$ cat src/rtl/instr_loader_pkg.sv
// Shared definitions for the program loader and the halt-detection logic.
// Holds the HALT opcode, the opcode field bounds and the loader FSM encoding.
package instr_loader_pkg;

    localparam int         MEM_DEPTH_DEFAULT = 32;
    localparam int         OPCODE_MSB        = 31;
    localparam int         OPCODE_LSB        = 26;
    localparam logic [5:0] HALT_OPCODE       = 6'b111111;

    typedef enum logic [2:0] {
        ST_IDLE  = 3'd0,
        ST_RECV  = 3'd1,
        ST_WRITE = 3'd2,
        ST_DONE  = 3'd3,
        ST_ERROR = 3'd4
    } state_t;

endpackage

$ cat src/rtl/instr_loader_word_assembler.sv
// Packs received bytes MSB-first into instruction words.
// o_word_ready pulses combinationally in the cycle the fourth byte is presented.
module word_assembler #(
    parameter int DATA_WIDTH = 32,
    parameter int BYTE_WIDTH = 8
) (
    input  logic                  i_clock,
    input  logic                  i_reset,
    input  logic                  i_clear,
    input  logic                  i_enable,
    input  logic [BYTE_WIDTH-1:0] i_rx_data,
    input  logic                  i_rx_valid,
    output logic [DATA_WIDTH-1:0] o_word,
    output logic                  o_word_ready
);

    logic [DATA_WIDTH-BYTE_WIDTH-1:0] shift;
    logic [1:0]                       byte_cnt;
    logic                             accept;

    assign accept       = i_enable && i_rx_valid;
    assign o_word       = {shift, i_rx_data};
    assign o_word_ready = accept && (byte_cnt == 2'd3);

    always_ff @(posedge i_clock) begin
        if (!i_reset) begin
            shift    <= '0;
            byte_cnt <= 2'd0;
        end else if (i_clear) begin
            shift    <= '0;
            byte_cnt <= 2'd0;
        end else if (accept) begin
            shift    <= o_word[DATA_WIDTH-BYTE_WIDTH-1:0];
            byte_cnt <= byte_cnt + 2'd1;  // wraps 3 -> 0 on the word boundary
        end
    end

endmodule

$ cat src/rtl/instr_loader.sv
// Program-load controller: packs the serial byte stream into words and writes them
// to consecutive instruction-memory addresses until HALT or memory overflow.
//
//  state    | meaning
//  ---------+-----------------------------------------------------------
//  ST_IDLE  | after reset, waiting for i_start
//  ST_RECV  | collecting bytes of the current word
//  ST_WRITE | one-cycle memory write of the assembled word
//  ST_DONE  | HALT word written, o_done held until next i_start
//  ST_ERROR | MEM_DEPTH words written without HALT, o_error held
module instr_loader
    import instr_loader_pkg::*;
#(
    parameter int DATA_WIDTH = 32,
    parameter int BYTE_WIDTH = 8,
    parameter int MEM_DEPTH  = MEM_DEPTH_DEFAULT,
    parameter int SIZEOP     = OPCODE_MSB - OPCODE_LSB + 1
) (
    input  logic                  i_clock,
    input  logic                  i_reset,
    input  logic                  i_start,
    input  logic [BYTE_WIDTH-1:0] i_rx_data,
    input  logic                  i_rx_valid,
    output logic                  o_write,
    output logic [DATA_WIDTH-1:0] o_address,
    output logic [DATA_WIDTH-1:0] o_instruccion,
    output logic                  o_busy,
    output logic                  o_done,
    output logic                  o_error,
    output logic [DATA_WIDTH-1:0] o_words
);

    localparam logic [DATA_WIDTH-1:0] LAST_ADDR = DATA_WIDTH'(MEM_DEPTH - 1);

    state_t                  state, state_nxt;
    logic                    load_start;
    logic                    asm_enable;
    logic [DATA_WIDTH-1:0]   asm_word;
    logic                    asm_ready;
    logic                    is_halt;
    logic                    at_last;

    assign asm_enable = (state == ST_RECV) || (state == ST_WRITE);
    assign is_halt    = (o_instruccion[DATA_WIDTH-1 -: SIZEOP] == SIZEOP'(HALT_OPCODE));
    assign at_last    = (o_address == LAST_ADDR);

    word_assembler #(
        .DATA_WIDTH (DATA_WIDTH),
        .BYTE_WIDTH (BYTE_WIDTH)
    ) u_word_assembler (
        .i_clock      (i_clock),
        .i_reset      (i_reset),
        .i_clear      (load_start),
        .i_enable     (asm_enable),
        .i_rx_data    (i_rx_data),
        .i_rx_valid   (i_rx_valid),
        .o_word       (asm_word),
        .o_word_ready (asm_ready)
    );

    always_ff @(posedge i_clock) begin
        if (!i_reset) begin
            state <= ST_IDLE;
        end else begin
            state <= state_nxt;
        end
    end

    always_comb begin
        state_nxt  = state;
        load_start = 1'b0;
        case (state)
            ST_IDLE, ST_DONE, ST_ERROR: begin
                if (i_start) begin
                    state_nxt  = ST_RECV;
                    load_start = 1'b1;
                end
            end
            ST_RECV: begin
                if (asm_ready) state_nxt = ST_WRITE;
            end
            ST_WRITE: begin
                if (is_halt)      state_nxt = ST_DONE;
                else if (at_last) state_nxt = ST_ERROR;
                else              state_nxt = ST_RECV;
            end
            default: state_nxt = ST_IDLE;
        endcase
    end

    // Address and instruction only move outside ST_WRITE, so a level-sensitive memory
    // never sees a half-updated word while o_write is high.
    always_ff @(posedge i_clock) begin
        if (!i_reset) begin
            o_address     <= '0;
            o_words       <= '0;
            o_instruccion <= '0;
        end else begin
            if (load_start) begin
                o_address <= '0;
                o_words   <= '0;
            end
            if ((state == ST_RECV) && asm_ready) begin
                o_instruccion <= asm_word;
            end
            if (state == ST_WRITE) begin
                o_words <= o_words + 1'b1;
                if (!is_halt && !at_last) o_address <= o_address + 1'b1;
            end
        end
    end

    always_comb begin
        o_write = (state == ST_WRITE);
        o_busy  = (state == ST_RECV) || (state == ST_WRITE);
        o_done  = (state == ST_DONE);
        o_error = (state == ST_ERROR);
    end

endmodule

$ cat config.mk
export PLATFORM = sky130hd
export DESIGN_NAME = instr_loader
export DESIGN_NICKNAME = d
export VERILOG_FILES = /design/src/rtl/instr_loader_pkg.sv /design/src/rtl/instr_loader_word_assembler.sv /design/src/rtl/instr_loader.sv
export SDC_FILE = /design/constraint.sdc
export NUM_CORES = 1
export LEC_CHECK = 0
export CAP_MARGIN = 20
export CORE_MARGIN = 1.5
export CORE_UTILIZATION = 45
export CTS_BUF_LIST = sky130_fd_sc_hd__clkbuf_8
export DETAILED_ROUTE_END_ITERATION = 7
export PLACE_DENSITY = 0.71
export RECOVER_POWER = 50
export SYNTH_ARGS = -nofsm -noshare
export SYNTH_HDL_FRONTEND = slang
export SYNTH_SLANG_ARGS = --single-unit
$ cat constraint.sdc
create_clock -name i_clock -period 4.5 [get_ports i_clock]
set_input_delay 0.675 -clock i_clock [delete_from_list [all_inputs] [get_ports i_clock]]
set_output_delay 0.675 -clock i_clock [all_outputs]
set_load 0.005 [all_outputs]
==> results.cfg <==
[cells_and_area]
fillers = 1092
fin_util_pct = 59.1
design.final.nets = 804
final_common_cell = sky130_fd_sc_hd__nand2_1
flow.area_growth_from_synthesis_pct = 27.9
finalInstanceArea_um2 = 7090
commonest_cells_after_routing_fill_and_taps_aside = 158 x sky130_fd_sc_hd__nand2_1, 125 x sky130_fd_sc_hd__dfxtp_1, 79 x sky130_fd_sc_hd__dlygate4sd3_1, 75 x sky130_fd_sc_hd__a21oi_1, 46 x sky130_fd_sc_hd__nor2_1
share_of_cells_above_drive_strength_1_pct = 7.61

[sta]
fin_skew_ns = 0.0115
maxSlewHeadroom_pct = 32.6
fin_tns_setup_ns = 0
worst-slew-pin-transition_ns = 1.01
finalSetupViolCount = 0
final_hold_viol_count = 0
final_hold_slack_ns = 0.456
period_minus_slack_ns = 2.90
grt_setup_unrepaired = no
max_slew_violation_count = 0
highest_clock_rate_ghz = 0.344
slack_of_the_critical_path_ns = 1.60
final.period_utilization_pct = 64.5

[floorplanning]
boundaryPins = 112
row_count = 40
die_h_um = 114
floorplan.die_area_um2 = 13000
fp.coreArea_um2 = 12000
start_util_pct = 46.2
floorplan.die.width_um = 114

[global_route]
antenna_found_initial = 1
pin_count_of_the_biggest_net_entering_global_routing = 60
grt_util_all_layers_pct = 23.0
grt.overflow.total = 0
wire_length_of_the_first_global_routing_pass_mm = 24.1
first_global_vias = 5017

[clock_network]
ctsHoldBuffers = 0
clkSinkCount = 125
clock_insertion_delay_worst_skew_ns = 0.45
cts_made_buffers = 17
cts_setup_buffers = 0
clockRootBuffer = sky130_fd_sc_hd__clkbuf_8
post_cts.resized_instances = 0
clkTransAtPathRegs_ns = 0.09
tritoncts_clock_tree = done
h_tree_depth = 4
clock_tree.buffer_depth = 2

[synth]
asyncSetResetFlopFracSynth_pct = 0
main_combinational_cell_family_by_area_after_synthesis = simple AND/OR/NAND/NOR gates
syn_avg_cell_area_um2 = 8.03
synth_xor_xnor_area_share_pct = 2.37
synth_compound_gate_area_share_pct = 17.9
synth_adder_area_share_pct = 0.677
synth_top_flop_cell = sky130_fd_sc_hd__dfxtp_1
synth_sequential_area_ratio_pct = 45.1
synth-warning-count = 0
post_synth_instance_area_um2 = 5550
synthSimpleGateAreaFrac_pct = 28.6
postSynthRegisterBits = 125
syn-instance-count = 691
synth-edff-count = 0
postSynthNetCount = 706
synth.distinct_cells = 70
yosys-mux-area-fraction_pct = 0.970

[route]
totalWireLength_mm = 14.6
via_count = 5378
route.detailed.wl_per_inst_um = 15.4
drt_iter0_drc = 362
drc_errors = 0
avgViaCountPerCell = 5.66
detailedRoute.firstPassIterationCount = 5
antenna_left = 0

[placement]
port-buffer-count = 111
dpl_cell_area_um2 = 6690
place_worst_setup_slack_ns = 1.53
gpl.final_weighted_congestion = 0.857
place.detailed.hpwl_mm = 9.93

[outcome]
status = finished clean

[critical_path]
cpPeakStageDelay_ns = 0.80
crit_required_ns = 4.84
setup.worst_path.class = flip-flop to flip-flop
regToRegEndpoint = o_address[10]
cp_max_fo = 25
arrival_ns = 3.24
rr_startpoint = state[2]
cp_num_buf_inv = 0
crit_chain = and3b_1, o21ai_2, nand2_1, a21oi_4, o21ai_0, o41ai_1
reg2reg_setup_slack_ns = 1.60
worstSetupEndpoint = o_address[10]
cp_top_family = compound AO/OA/AOI/OAI gates
startpoint_type = flip-flop
worst_setup_path_startpoint = state[2]
path_depth = 6
worst_setup_path_end_kind = flip-flop
worst_path_max_delay_cell = sky130_fd_sc_hd__o21ai_2
worst_r2r_path_depth = 6

[power_and_ir_drop]
vdd.ir_drop.worst_mv = 0.184
power.static_leakage_nw = 2.57
cellPowerDensity_nw_per_um2 = 321

[min_path]
worstHoldPathType = flip-flop to flip-flop

[job]
max_cap_violations = 0
registers in the layout, summed over array words and instances (netlist names):
name / flops
u_word_assembler.byte_cnt: 2
u_word_assembler.shift: 24
state: 3
o_address: 32
o_words: 32
o_instruccion: 32
through the flow:
stage	cells	power, mW
2_1_floorplan	691	1.23
3_3_place_gp	915	1.26
3_5_place_dp	916	1.26
4_1_cts	948	2.30
5_1_grt	949	2.37
6_report	950	2.28
cells in the mapped netlist, types with 9 or more instances:
cell	n	area, µm²
sky130_fd_sc_hd__a21oi_1	75	375
sky130_fd_sc_hd__and3_1	9	56.3
sky130_fd_sc_hd__clkbuf_1	24	90.1
sky130_fd_sc_hd__dfxtp_1	125	2500
sky130_fd_sc_hd__inv_1	9	33.8
sky130_fd_sc_hd__nand2_1	158	593
sky130_fd_sc_hd__nand3_1	32	160
sky130_fd_sc_hd__nand4_1	15	93.8
sky130_fd_sc_hd__nor2_1	46	173
sky130_fd_sc_hd__nor3_1	18	90.1
sky130_fd_sc_hd__nor4_1	9	56.3
sky130_fd_sc_hd__o211ai_1	12	90.1
sky130_fd_sc_hd__o21ai_0	21	105
sky130_fd_sc_hd__o31ai_1	11	82.6
sky130_fd_sc_hd__xnor2_1	11	96.3
final cells by class:
type / instances / area, µm² / share of cell area (%)
multi-input combinational: 518 / 2810 / 39.5
sequential: 125 / 2500 / 35.3
timing repair buffer: 116 / 1140 / 16.1
clock buffer: 18 / 248 / 3.49
tap: 147 / 184 / 2.59
clock inverter: 14 / 170 / 2.40
inverter: 11 / 41.3 / 0.582
antenna: 1 / 2.50 / 0.0353
worst min-delay path by stage:
stage                                      end                        from  slack [ns]  depth (start not counted)
floorplan                    o_instruccion[24]  u_word_assembler.shift[16]        0.43                          2
global placement             o_instruccion[27]  u_word_assembler.shift[19]        0.44                          2
detailed placement           o_instruccion[29]  u_word_assembler.shift[21]        0.45                          2
CTS                          o_instruccion[29]  u_word_assembler.shift[21]        0.46                          2
global route        u_word_assembler.shift[23]  u_word_assembler.shift[23]        0.48                          2
finish                        o_instruccion[2]            o_instruccion[2]        0.46                          2
power by group:
group          internal [mW]  total, mW  switching [mW]  leakage [nW]
Sequential              1.11       1.12         0.00920          1.01
Clock                  0.530       1.04           0.512         0.214
Combinational         0.0351      0.116          0.0811          1.35
kinds of logic (layout without fill, tap and decap cells):
group / after synthesis / in the layout
and+or+nand+nor: 333 / 333
AOI/OAI and AO/OA: 162 / 162
DFF: 125 / 125
buffers and inverters: 48 / 159
xor gates and xnor gates: 15 / 15
muxes: 5 / 5
adders and majority gates: 3 / 3
other: 0 / 1
metal layers:
metal  wire, µm  up-vias  global-route usage (%)
met3        914       22                    6.11
met4        190        0                    7.75
li1           -     2647                       -
met5          0        -                       0
met2       6780      183                    37.2
met1       6700     2526                    29.9
worst reg2reg max path, cell delays in order (launching register included):
cell	delay (ns)
sky130_fd_sc_hd__dfxtp_1	0.46
sky130_fd_sc_hd__and3b_1	0.24
sky130_fd_sc_hd__o21ai_2	0.80
sky130_fd_sc_hd__nand2_1	0.55
sky130_fd_sc_hd__a21oi_4	0.51
sky130_fd_sc_hd__o21ai_0	0.16
sky130_fd_sc_hd__o41ai_1	0.08
(Power assumes the default switching activity.)
